### src/rtl/switch_monitor.sv
// switch_monitor: synchronises, debounces and decodes the six gate-driver feedback lines,
// tracks commutation and latches faults. Optional command cross-check: MISMATCH_CHECK_EN.
module switch_monitor #(
   parameter int DEB_CYCLES   = 3,
   parameter int COMM_TIMEOUT = 8,
   parameter int CNT_W        = 8
) (
   input  logic       clk,
   input  logic       rst,
   input  logic [5:0] Sfb,
   input  logic [5:0] Scmd,
   input  logic       clear_fault,
   output logic [1:0] ActiveLoad,
   output logic       load_valid,
   output logic       in_transition,
   output logic       fault,
   output logic [2:0] fault_code
);

   localparam logic [1:0] ST_IDLE  = 2'd0;
   localparam logic [1:0] ST_CONN  = 2'd1;
   localparam logic [1:0] ST_COMM  = 2'd2;
   localparam logic [1:0] ST_FAULT = 2'd3;

   localparam logic [2:0] FC_NONE     = 3'd0;
   localparam logic [2:0] FC_SHORT    = 3'd1;
   localparam logic [2:0] FC_ILLEGAL  = 3'd2;
   localparam logic [2:0] FC_STUCK    = 3'd3;
   localparam logic [2:0] FC_MISMATCH = 3'd4;

   localparam logic [3:0]       DEB_LIM  = 4'(DEB_CYCLES);
   localparam logic [CNT_W-1:0] COMM_LIM = CNT_W'(COMM_TIMEOUT);

   function automatic logic [2:0] full_pairs(input logic [5:0] p);
      return {p[1] & p[0], p[3] & p[2], p[5] & p[4]};
   endfunction

   function automatic logic is_short(input logic [5:0] p);
      logic [2:0] f;
      f = full_pairs(p);
      return (f[0] & f[1]) | (f[0] & f[2]) | (f[1] & f[2]);
   endfunction

   function automatic logic is_illegal(input logic [5:0] p);
      return (p[5] | p[4]) & (p[3] | p[2]) & (p[1] | p[0]) & ~is_short(p);
   endfunction

   function automatic logic is_steady(input logic [5:0] p);
      return (p == 6'b000000) | (p == 6'b110000) | (p == 6'b001100) | (p == 6'b000011);
   endfunction

   function automatic logic [1:0] steady_code(input logic [5:0] p);
      logic [1:0] c;
      case (p)
         6'b110000: c = 2'b01;
         6'b001100: c = 2'b10;
         6'b000011: c = 2'b11;
         default:   c = 2'b00;
      endcase
      return c;
   endfunction

   logic [5:0]       s1_q, s1_d, s2_q, s2_d, deb_q, deb_d, cand_q, cand_d;
   logic [3:0]       deb_cnt_q, deb_cnt_d, deb_run;
   logic             deb_new_q, deb_new_d;
   logic [1:0]       state_q, state_d, load_q, load_d;
   logic             valid_q, valid_d, trans_q, trans_d, fault_q, fault_d;
   logic [2:0]       code_q, code_d;
   logic [CNT_W-1:0] comm_cnt_q, comm_cnt_d, comm_inc;
   logic             stuck_hit, mismatch_hit;

   // The debounce watches the value being loaded into s2, so a pattern is accepted on the
   // edge that writes it into s2 for the DEB_CYCLES-th consecutive time.
   always_comb begin
      s1_d      = Sfb;
      s2_d      = s1_q;
      deb_d     = deb_q;
      cand_d    = cand_q;
      deb_cnt_d = deb_cnt_q;
      deb_new_d = 1'b0;
      deb_run   = 4'd0;
      if (s1_q == deb_q) begin
         deb_cnt_d = 4'd0;
      end else begin
         deb_run = (s1_q != cand_q) ? 4'd1 : deb_cnt_q + 4'd1;
         cand_d  = s1_q;
         if (deb_run == DEB_LIM) begin
            deb_d     = s1_q;
            deb_cnt_d = 4'd0;
            deb_new_d = 1'b1;
         end else begin
            deb_cnt_d = deb_run;
         end
      end
   end

   // The stuck timer restarts whenever the debounced pattern moves, so only a pattern that
   // sits unchanged for COMM_TIMEOUT cycles is reported as stuck.
   always_comb begin
      state_d    = state_q;
      load_d     = load_q;
      code_d     = code_q;
      comm_cnt_d = '0;
      comm_inc   = (comm_cnt_q == COMM_LIM) ? comm_cnt_q : comm_cnt_q + CNT_W'(1);
      stuck_hit  = (state_q == ST_COMM) && !is_steady(deb_q) && !deb_new_q &&
                   (comm_inc == COMM_LIM);
      if (state_q == ST_FAULT) begin
         if (clear_fault && (deb_q == 6'b000000) && !is_short(s2_q)) begin
            state_d = ST_IDLE;
            code_d  = FC_NONE;
            load_d  = 2'b00;
         end
      end else if (is_short(s2_q)) begin
         state_d = ST_FAULT;
         code_d  = FC_SHORT;
         load_d  = 2'b00;
      end else if (is_illegal(deb_q)) begin
         state_d = ST_FAULT;
         code_d  = FC_ILLEGAL;
         load_d  = 2'b00;
      end else if (stuck_hit) begin
         state_d = ST_FAULT;
         code_d  = FC_STUCK;
         load_d  = 2'b00;
      end else if (mismatch_hit) begin
         state_d = ST_FAULT;
         code_d  = FC_MISMATCH;
         load_d  = 2'b00;
      end else if (is_steady(deb_q)) begin
         state_d = (deb_q == 6'b000000) ? ST_IDLE : ST_CONN;
         load_d  = steady_code(deb_q);
      end else begin
         state_d = ST_COMM;
         if ((state_q == ST_COMM) && !deb_new_q) begin
            comm_cnt_d = comm_inc;
         end
      end
      valid_d = (state_d == ST_IDLE) || (state_d == ST_CONN);
      trans_d = (state_d == ST_COMM);
      fault_d = (state_d == ST_FAULT);
   end

`ifdef MISMATCH_CHECK_EN
   logic [CNT_W-1:0] mm_cnt_q, mm_cnt_d, mm_inc;

   always_comb begin
      mm_inc       = (mm_cnt_q == COMM_LIM) ? mm_cnt_q : mm_cnt_q + CNT_W'(1);
      mismatch_hit = (deb_q != Scmd) && (mm_inc == COMM_LIM);
   end

   always_comb begin
      mm_cnt_d = '0;
      if ((state_q != ST_FAULT) && (state_d != ST_FAULT) && (deb_q != Scmd)) begin
         mm_cnt_d = mm_inc;
      end
   end

   always_ff @(posedge clk or negedge rst) begin
      if (!rst) begin
         mm_cnt_q <= '0;
      end else begin
         mm_cnt_q <= mm_cnt_d;
      end
   end
`else
   logic unused_scmd;
   assign unused_scmd  = ^Scmd;
   assign mismatch_hit = 1'b0;
`endif

   always_ff @(posedge clk or negedge rst) begin
      if (!rst) begin
         s1_q       <= '0;
         s2_q       <= '0;
         deb_q      <= '0;
         cand_q     <= '0;
         deb_cnt_q  <= '0;
         deb_new_q  <= 1'b0;
         state_q    <= ST_IDLE;
         load_q     <= 2'b00;
         valid_q    <= 1'b0;
         trans_q    <= 1'b0;
         fault_q    <= 1'b0;
         code_q     <= FC_NONE;
         comm_cnt_q <= '0;
      end else begin
         s1_q       <= s1_d;
         s2_q       <= s2_d;
         deb_q      <= deb_d;
         cand_q     <= cand_d;
         deb_cnt_q  <= deb_cnt_d;
         deb_new_q  <= deb_new_d;
         state_q    <= state_d;
         load_q     <= load_d;
         valid_q    <= valid_d;
         trans_q    <= trans_d;
         fault_q    <= fault_d;
         code_q     <= code_d;
         comm_cnt_q <= comm_cnt_d;
      end
   end

   assign ActiveLoad    = load_q;
   assign load_valid    = valid_q;
   assign in_transition = trans_q;
   assign fault         = fault_q;
   assign fault_code    = code_q;

endmodule
### config.mk
export PLATFORM = sky130hd
export DESIGN_NAME = switch_monitor
export DESIGN_NICKNAME = d
export VERILOG_FILES = /design/src/rtl/switch_monitor.sv
export SDC_FILE = /design/constraint.sdc
export NUM_CORES = 1
export LEC_CHECK = 0
export ABC_AREA = 1
export CORE_ASPECT_RATIO = 0.9
export CORE_UTILIZATION = 50
export DETAILED_ROUTE_END_ITERATION = 7
export GPL_TIMING_DRIVEN = 0
export PLACE_DENSITY = 0.72
export SYNTH_ARGS = -nofsm -noshare
export SYNTH_HDL_FRONTEND = slang
export SYNTH_SLANG_ARGS = --single-unit
### constraint.sdc
create_clock -name clk -period 4 [get_ports clk]
set_input_delay 0.6 -clock clk [delete_from_list [all_inputs] [get_ports clk]]
set_output_delay 0.6 -clock clk [all_outputs]
set_load 0.03 [all_outputs]
Word level (Yosys, flattened, before mapping). Index checks and enable logic that the tools add are counted.

$add $sub $neg: 2. Equal/unequal tests: 14. Multiplexer cells: 31. Bitwise gates (word level): 27. Reductions and logical operators: 17.

Operators by type and width (number): $mux 8 (7); $mux 2 (12); $eq 8x4->1 const B (2); $and 1x1->1 (15); $mux 3 (5); $mux 4 (3); $or 1x1->1 (10); $add 8x1->8 const B (1); $eq 2x2->1 const B (4); $eq 6x2->1 const B (1); $eq 6x4->1 const B (1); $eq 6x6->1 (1); $eq 6x6->1 const B (1); $logic_and 1x1->1 (6); $logic_not 6->1 (1); $ne 6x6->1 (1); $pmux 2 s3 (1); $reduce_and 2->1 (3); $reduce_bool 5->1 (1); $add 4x1->4 const B (1); $eq 4x2->1 const B (1); $reduce_bool 4->1 (1); $logic_not 1->1 (3); $mux 1 (3); 5 further kinds (6).

Bits in registers: 47. Output and inout bits: 8.

Depth between registers and ports, before layout.
Depth after elaboration: 14. Mapped depth: 12. Mapped depth without buffers: 12.

Least setup slack after synthesis. Ideal clock, no wire load.

Path kind: flip-flop to flip-flop. Start: register deb_cnt_q[0]. End: register deb_q[2]. Library setup time: 115 ps. Data arrival time: 1493 ps. Required time: 3885 ps. Path slack: 2392 ps. Stages on the path, launching flop included: 10. Clock period less this slack: 1608 ps. Cell sequence: dfrtp_1 > ha_1 > xor2_1 > nor3_1 > nand2_4 > nor2_8 > buf_12 > nand2_2 > o21ai_2 > inv_2.

Longest elaborated chain between the ends: 4.

Ends and longest elaborated chain: start: declaration (line 64) `logic [3:0] deb_cnt_q, deb_cnt_d, deb_run;`; start signal: assignment (line 191) `deb_cnt_q <= deb_cnt_d;`; $add 4x1->4 (line 85) `deb_run = (s1_q != cand_q) ? 4'd1 : deb_cnt_q + 4'd1;`; $mux 4 (line 85); $eq 4x2->1 (line 87) `if (deb_run == DEB_LIM) begin`; $reduce_and 2->1 (no source line); end signal: assignment (line 175) `deb_q <= '0;`; end signal: assignment (line 189) `deb_q <= deb_d;`; end: declaration (line 63) `logic [5:0] s1_q, s1_d, s2_q, s2_d, deb_q, deb_d, cand_q, cand_d;`.

Every way passes these cells. A chain may end at the register's enable or synchronous reset.

Final worst setup path.
Start: register code_q[0] (netlist: fault_code[0]). End: output port fault_code[0].

RTL lines: start: declaration (line 68) `logic [2:0] code_q, code_d;`; start signal: assignment (line 198) `code_q <= code_d;`; end: declaration (line 17) `output logic [2:0] fault_code`.

No word-level cell between the ends.

==> results.md <==
* Status: complete, no violations
* Die height at 65.7 µm
* Mapped Area at 2250 µm²
* Reg-to-Reg Start: comm_cnt_q[0]
* Slowest cell on the critical path: clkdlybuf4s50_1
* Gp weighted congestion at 0.785
* Final Cycle Share at 0.482
* Post-Syn Instances at 273
* Hold_ws at 0.217 ns
* Core ar. at 4180 µm²
* Critical path depth at 1
* Switching Share at 0.272
* Total Routing Usage GR at 0.197
* CP delay by family, top: buffers and inverters
* Crit path capture type: output port
* Post-synth EDFFs at 0
* I/O Buffers at 15
* Pin count of the biggest net entering global routing at 31
* P&R area growth vs syn at 15.6%
* YS warnings at 0
* Pleak at 1.35 nW
* Die ar. at 4770 µm²
* Global-route wire length before repair at 7040 µm
* WP data required at 3.40 ns
* Number of global-route vias before repair at 1637
* Worst hold path class: in -> async
* Share of cells above drive strength 1 at 0.114
* CP Class: reg -> out
* Top sig layer: met4
* Pint at 0.000757 W
* Synth cell types at 33
* Die Wd at 72.7 µm
* Register share of total power at 0.503
* 1st-iter DRT viols at 117
* Overflow after GRT at 0
* Vias per cell at 4.68
* Core Rows at 22
* DRT Pass-1 Iters at 5
* Setup_tns at 0 ns
* Critical Path Max Stage Delay at 0.67 ns
* Crit path buf inv count at 1
* Fin. Hold Viols at 0
* Async SR Flop Fraction at 1.00
* # IOs at 23
* Filler cells at 381
* Area contributors post-synth: dfrtp_1 51%, nand2_1 13%, nor2_1 5.7%, inv_1 5.5%, xor2_1 2.7%
* PD cells at 399 nW/µm²
* FF-to-FF path depth at 11
* Crit-path max FO at 2
* Net Sw Power at 0.000282 W
* Tot Pwr at 0.00104 W
* Reg2reg end: fault_code[1]
* Met3 wire length at 146 µm
* Fmax at 0.519 GHz
* Initial antenna violation count at 0
* Final core area utilization at 0.622
* Max Slew Vio Count at 0
* Post-cts sizing count at 0
* Comb power frac at 0.173
* CTS root buf: clkbuf_8
* Min setup slack post-route at 2.07 ns
* Primary FF master, synth: dfrtp_1
* Type of origin of the critical path: register
* Routed wire per std cell at 10.7 µm
* CP Cell Sequence: clkdlybuf4s50_1
* Clk_lat worst skew at 0.30 ns
* Layout Nets at 314
* Post-route ant nets at 0
* Syn Nets at 291
* Clk pwr share at 0.324
* Worst vdd ir at 0.000253 V
* Total CTS buffers at 5
* Final WL at 3830 µm
* Place WS at 2.17 ns
* Critical path arrival at 1.33 ns
* Deepest clock path buffer count at 2
* FF+latch count, synth at 46
* Ant. Diodes at 0
* Cell taking the most area after synthesis: dfrtp_1
* Max Cap Viol at 0
* Seq/Total Area, Yosys at 0.511
* Endpoints failing setup at 0
* Yosys top cell area share at 0.511
* Post-CTS setup buffer count at 0
* CTS tree: yes
* H-tree depth at 2
* Effective utilization at floorplan at 0.538
* CP Launch Point: fault_code[0]
* Flop2flop setup slack at 2.14 ns
* WL met2 at 1720 µm
* Hold_buf cts at 0
* Worst-path clk slew at 0.08 ns
* DR DRC count at 0
* HPWL Detailed at 2850 µm
* Avg Cell Area, Syn at 8.25 µm²
* RSZ-0062 raised after global routing: false
* Setup Skew at 0.00552 ns
* Clk sinks at 46
* Min Tclk post-route at 1.93 ns
* WL met1 at 1900 µm
* Vias at 1671
## cells in the mapped netlist, drive strengths merged (2+ instances only)
| cell | number |
|---|---|
| nor3b | 2 |
| nand3 | 13 |
| nor3 | 4 |
| buf | 4 |
| inv | 41 |
| o21bai | 3 |
| nor2 | 37 |
| nand2 | 79 |
| nand3b | 2 |
| dfrtp | 46 |
| ha | 3 |
| or2 | 4 |
| o21ai | 15 |
| nand4 | 2 |
| xor2 | 7 |
| a21oi | 8 |
## kinds of logic (layout without fill, tap and decap cells)
group | count (synthesis) | in the layout | synth area share
AO/OA/AOI/OAI | 27 | 27 | 0.0711
buffers and inverters | 45 | 69 | 0.0851
AND/OR/NAND/NOR | 144 | 144 | 0.287
other | 1 | 1 | 0.00167
XOR/XNOR | 7 | 7 | 0.0272
flip-flops | 46 | 46 | 0.511
adder cells (fa/ha/maj) | 3 | 3 | 0.0167
## worst max path at each step
| stage | end | slack [ns] |
|---|---|---|
| 2_1_floorplan | deb_q[2] | 2.39 |
| 3_3_place_gp | comm_cnt_q[0] | 1.10 |
| 3_5_place_dp | fault_code[1] | 2.17 |
| 4_1_cts | fault_code[0] | 2.06 |
| 5_1_grt | fault_code[1] | 1.86 |
| 6_report | fault_code[0] | 2.07 |
## layout make-up
class	count	area (µm²)	share of cell area
Buffer	4	37.5	0.0144
Clock buffer	6	72.6	0.0279
Clock inverter	2	37.5	0.0144
Inverter	41	154	0.0592
Multi-Input combinational cell	182	908	0.349
Sequential cell	46	1150	0.443
Tap cell	60	75.1	0.0289
Timing Repair Buffer	16	165	0.0635
## registers in the layout (all words and copies together), names as in the netlist
register,count
state_q,2
deb_new_q,1
cand_q,6
deb_cnt_q,4
load_valid,1
comm_cnt_q,8
s2_q,6
fault_code,2
fault,1
ActiveLoad,2
s1_q,6
in_transition,1
deb_q,6
## power groups by stage
stage / Clock, W / Combinational [W] / Sequential [W]
after floorplan: 0 / 0.0000763 / 0.000564
after global placement: 0 / 0.000177 / 0.000530
after CTS: 0.000347 / 0.000181 / 0.000523
after global routing: 0.000365 / 0.000200 / 0.000527
final: 0.000337 / 0.000180 / 0.000522
after detailed placement: 0 / 0.000181 / 0.000532
## layer usage
layer	track usage	vias to the layer above
li1	-	877
met1	0.254	759
met2	0.324	30
met3	0.0445	5
met4	0.0735	0
met5	0	-
## through the flow
stage / cell area (µm²) / cells
2_1_floorplan: 2250 / 273
3_3_place_gp: 2480 / 348
3_5_place_dp: 2490 / 349
4_1_cts: 2600 / 357
5_1_grt: 2600 / 357
6_report: 2600 / 357
## placed cells by master, fill, tap and decap left out, drive strengths merged, types with 4 or more instances in the layout
cell	instances
nand2	79
dfrtp	46
inv	41
nor2	37
o21ai	15
clkdlybuf4s50	14
nand3	13
a21oi	8
xor2	7
clkbuf	6
buf	6
nor3	4
or2	4
Power figures use the tool's default switching activity.
==> variant 1, RTL diff (config.mk and constraints unchanged) <==
Register the inputs `Sfb` and `clear_fault` before use. The logic sees them one clock later. The other inputs are not delayed to match.
--- a/src/rtl/switch_monitor.sv
+++ b/src/rtl/switch_monitor.sv
@@ -33,2 +33,10 @@
 
+   logic [5:0] Sfb_q;
+   logic clear_fault_q;
+
+   always_ff @(posedge clk) begin
+      Sfb_q         <= Sfb;
+      clear_fault_q <= clear_fault;
+   end
+
    function automatic logic [2:0] full_pairs(input logic [5:0] p);
@@ -74,3 +82,3 @@
    always_comb begin
-      s1_d      = Sfb;
+      s1_d      = Sfb_q;
       s2_d      = s1_q;
@@ -107,3 +115,3 @@
       if (state_q == ST_FAULT) begin
-         if (clear_fault && (deb_q == 6'b000000) && !is_short(s2_q)) begin
+         if (clear_fault_q && (deb_q == 6'b000000) && !is_short(s2_q)) begin
             state_d = ST_IDLE;
Check against the original RTL: not equivalent (a bounded check fails within 4 cycles, from zero or initial values and one cycle with rst low).
==> variant 1 against the unedited design <==
Synthesized area is 4.9% higher. Largest power group unchanged. Sequential cell count increased by 7. Final area grew 3.9%. Total power up 5.9%. Wire length decreased by 0.47%. Setup slack barely moved. Sequential share of layout area grew 3.5 points.
==> variant 1: results (changes against the unedited design) <==
- Pre-antenna DRT Iters: 4 (-1)
- Avg WL per Cell: 10.4 um (-2.9%)
- Worst path slowest cell: clkdlybuf4s50_1
- Fill cells: 409 (+7.3%)
- Root Buffer: clkbuf_8
- Status: complete, no violations
- N_diodes: 0 (unchanged)
- Synth Warn #: 0 (unchanged)
- Top cells by area, synth: dfrtp_1 49%, nand2_1 13%, inv_1 6.8%, dfxtp_1 5.9%, nor2_1 4.4%
- DRT iter0 DRCs: 76 (-35%)
- CP arrival: 1.33 ns (about the same)
- Unique masters post-synth: 26 (-21%)
- Post-synthesis adder-cell area fraction: 0.0159 (-0.000786)
- Commonest non-fill, non-tap cell in the layout: nand2_1
- Layout cells sized above 1: 0.0954 (-0.0191)
- GRT Max-Usage Layer: met2
- Postcts setup bufs: 0 (unchanged)
- CTS clk-pin slew, worst paths: 0.09 ns
- GR Layer Usage met3: 0.0478 (+0.00328)
- Mux cell area share after synthesis: 0 (unchanged)
- Global-route met1 utilization: 0.203 (-0.0509)
- Top post-synthesis cells by count: 84 x nand2_1, 46 x dfrtp_1, 43 x inv_1
- Via count of the first global-routing pass: 1537 (-6.1%)
- Clk_skew: 0.0130 ns (+0.00753 ns)
- Hold/Removal Path Class: in -> async
- Post-synth ARST share: 0.868 (-0.132)
- Kind of cell adding the most delay to the critical path: buffers and inverters
- First-pass GRT wire length: 6.37 mm (-9.6%)
- DPL Wire Length: 2.83 mm (-0.62%)
- Largest register FFs: 8 (unchanged)
- Crit path max fanout: 2 (unchanged)
- Sw Pwr: 311 uW (+10%)
- M2 GR Usage: 0.294 (-0.0297)
- Leakage power: 1.48 nW (+9.5%)
- Seq/Total Area, Yosys: 0.547 (+0.0352)
- XOR/XNOR Fraction of Synth Area: 0.0371 (+0.00984)
- Most numerous cell in the Yosys netlist: nand2_1
- Gpl congestion: 0.813 (+3.6%)
- Tot GR Track Use: 0.169 (-0.0273)
- Clock buffer depth: 2 (unchanged)
- Vias: 1727 (+3.4%)
- Net Count, Synth: 298 (+2.4%)
- Largest net degree at the start of global routing: 35 (+13%)
- CTS resizes: 0 (unchanged)
- TritonCTS Buffers: 5 (unchanged)
- Post-layout net count: 321 (+2.2%)
- Worst VDD drop: 0.000296 V (+17%)
- Ys flop type: dfrtp_1
- CTS Hold Bufs: 0 (unchanged)
- Crit-path max cell delay: 0.67 ns (about the same)
- Port Buf Inserts: 15 (unchanged)
- Compound-Gate Fraction of Synth Area: 0.0630 (-0.00812)
-- variant 1: routing by layer --
layer  routed length (um)  up-vias
met1                 1800      774
met4                   46        0
met2                 1810       51
met5                    0        -
li1                     -      898
met3                  155        4
-- variant 1: power groups by stage --
stage | clock network (mW) | registers, mW | logic (mW)
floorplan | 0 | 0.641 | 0.0818
global placement | 0 | 0.608 | 0.182
detailed placement | 0 | 0.609 | 0.186
CTS | 0.330 | 0.598 | 0.187
global route | 0.347 | 0.602 | 0.208
finish | 0.319 | 0.598 | 0.184
-- variant 1: kinds of logic after synthesis --
| family | count (synthesis) |
|---|---|
| AND/OR/NAND/NOR | 141 |
| buffers and inverters | 46 |
| other | 1 |
| AO/OA/AOI/OAI | 26 |
| flip-flops | 53 |
| XOR/XNOR | 10 |
| adder cells (fa/ha/maj) | 3 |
-- variant 1: final timing paths --
kind                                           startpoint                        end  slack, ns  depth (start not counted)
worst min-delay path                                  rst    comm_cnt_q[7]$_DFF_PN0_       0.18                          1
min in group clk                         Sfb_q[0]$_DFF_P_          s1_q[0]$_DFF_PN0_       0.33                          0
max in group asynchronous                             rst       deb_q[2]$_DFFE_PN0P_       3.35                          2
worst min register to register           Sfb_q[0]$_DFF_P_          s1_q[0]$_DFF_PN0_       0.33                          0
worst max register to register    comm_cnt_q[0]$_DFF_PN0_  ActiveLoad[1]$_DFFE_PN0P_       2.24                         11
worst max-delay path            ActiveLoad[1]$_DFFE_PN0P_              ActiveLoad[1]       2.07                          1
-- variant 1: per-stage QoR --
step | cell area (um^2) | setup WS [ns] | utilization | cells | hold slack (ns)
2_1_floorplan | 2360 | 2.45 | - | 280 | 0.304
3_3_place_gp | 2590 | 1.07 | 0.577 | 357 | 0.317
3_5_place_dp | 2610 | 2.25 | 0.580 | 358 | 0.320
4_1_cts | 2700 | 2.07 | 0.602 | 366 | 0.185
5_1_grt | 2700 | 2.01 | 0.602 | 366 | 0.191
6_report | 2700 | 2.07 | 0.602 | 366 | 0.181
-- variant 1: layout make-up --
class / count / area share
sequential: 53 / 0.478
multi-input combinational: 181 / 0.328
timing repair buffer: 16 / 0.0611
inverter: 43 / 0.0597
clock buffer: 6 / 0.0305
tap: 62 / 0.0287
buffer: 3 / 0.00879
clock inverter: 2 / 0.00602
==> variant 2, RTL diff (same flow settings) <==
Without the edit above. Add a define of `MISMATCH_CHECK_EN`.
--- a/src/rtl/switch_monitor.sv
+++ b/src/rtl/switch_monitor.sv
@@ -2,2 +2,4 @@
 // tracks commutation and latches faults. Optional command cross-check: MISMATCH_CHECK_EN.
+`define MISMATCH_CHECK_EN
+
 module switch_monitor #(
Check against the original RTL: not equivalent (a bounded check fails within 10 cycles, from zero or initial values and one cycle with rst low).
==> variant 2 against the unedited design <==
Synthesized area grew 30%. Clock power grew 8.3%. Sequential share of layout area decreased by 3.4 points. Clock skew up 0.0037 ns. Global-route usage is 0.48 points lower. Setup slack got worse by 0.14 ns. First-iteration DRC count down 13%. Die area rose by 29%. Core utilization shrank 2.6 points. Wire length grew 35%. Total power up 46%. Final area up 30%. Critical path depth rose by 6. Sequential cell count increased by 9. Critical endpoint is now comm_cnt_q[1]$_DFF_PN0_. Largest power group unchanged.
==> variant 2: results (changes against the unedited design) <==
- CP arrival: 2.28 ns (+0.95 ns)
- Tot GR Track Use: 0.192 (-0.00476)
- Worst-Skew Late Latency: 0.31 ns
- Top post-synthesis cells by count: 94 x nand2_1, 55 x dfrtp_1, 43 x inv_1
- GR Layer Usage met3: 0.0461 (+0.00158)
- Via-per-instance ratio: 5.04 (+7.8%)
- WL met2: 2.52 mm (+47%)
- Routed WL: 5.19 mm (+35%)
- Reg power frac: 0.452 (-0.051)
- Status: complete, no violations
- Worst setup margin: 1.93 ns (-0.139 ns)
- Kind of cell adding the most delay to the critical path: simple AND/OR/NAND/NOR gates
- Seq/Total Area, Yosys: 0.469 (-0.0425)
- Port Buf Inserts: 22 (+7)
- Non-filler cells, final: 457 (+28%)
- Worst setup path startpoint: Scmd[5]
- Layout cells sized above 1: 0.137 (+0.0225)
- Crit path capture: comm_cnt_q[1]$_DFF_PN0_
- DPL Wire Length: 4.00 mm (+40%)
- Clk_skew: 0.00926 ns (+0.00375 ns)
- Net Count, Synth: 376 (+29%)
- Gpl congestion: 0.748 (-4.7%)
- Crit path max fanout: 8 (+6)
- Post-layout net count: 406 (+29%)
- Placed cells: 449 (+29%)
- Global-route met1 utilization: 0.242 (-0.0118)
- Pre-antenna DRT Iters: 4 (-1)
- Largest net degree at the start of global routing: 38 (+23%)
- Clock buffer depth: 2 (unchanged)
- Placed cell areas: 0.00326 mm^2 (+31%)
- Worst Reg-to-Reg Cells: 11 (unchanged)
- Reg-to-reg endpoint: ActiveLoad[0]$_DFFE_PN0P_
- Met3 WL: 180 um (+23%)
- Worst VDD drop: 0.000389 V (+54%)
- Crit-path max cell delay: 0.44 ns (-0.23 ns)
- Cell Int Power: 994 uW (+31%)
- Leakage power: 1.70 nW (+26%)
- Unique masters post-synth: 32 (-3.0%)
- Top cells by area, synth: dfrtp_1 47%, nand2_1 12%, inv_1 5.5%, nor2_1 4.5%, nand3_1 3.6%
- H-tree depth: 2 (unchanged)
- DP Worst Slack: 1.60 ns (-0.571 ns)
- M2 GR Usage: 0.319 (-0.00484)
- Combinational cell power: 465 uW (+160%)
- TritonCTS Buffers: 5 (unchanged)
- DRT iter0 DRCs: 102 (-13%)
- First-pass GRT wire length: 8.79 mm (+25%)
- Via count of the first global-routing pass: 2103 (+28%)
- Max-slew headroom: 0.706
- CTS clk-pin slew, worst paths: 0.10 ns (+0.02 ns)
- Synthesized area per cell: 8.25 um^2 (about the same)
- Root Buffer: clkbuf_8
- Reg2Reg Setup Slack: 1.99 ns (-0.15 ns)
- WL met1: 2.40 mm (+26%)
==> variant 2: layout make-up <==
type	count	area, um^2
plain buffers	3	27.5
clock buffers	5	68.8
clock inverters	3	43.8
fillers	552	2290
inverters	47	179
multi-input cells	251	1350
flip-flops and latches	55	1380
well taps	70	87.6
repair buffers	23	235
==> variant 2: per-stage QoR <==
stage	total power [mW]	hold slack (ns)
after detailed placement	1.16	0.368
final	1.51	0.218
after global routing	1.62	0.243
after floorplan	1.02	0.304
after global placement	1.15	0.368
after CTS	1.53	0.233
==> variant 2: kinds of logic (layout without fill, tap and decap cells) <==
family / after synthesis / in the layout / share of synthesized area
AOI/OAI and AO/OA: 25 / 25 / 0.0507
xor gates and xnor gates: 12 / 12 / 0.0358
adders and majority gates: 5 / 5 / 0.0213
buffers and inverters: 50 / 81 / 0.0703
DFF: 55 / 55 / 0.469
and+or+nand+nor: 209 / 209 / 0.353
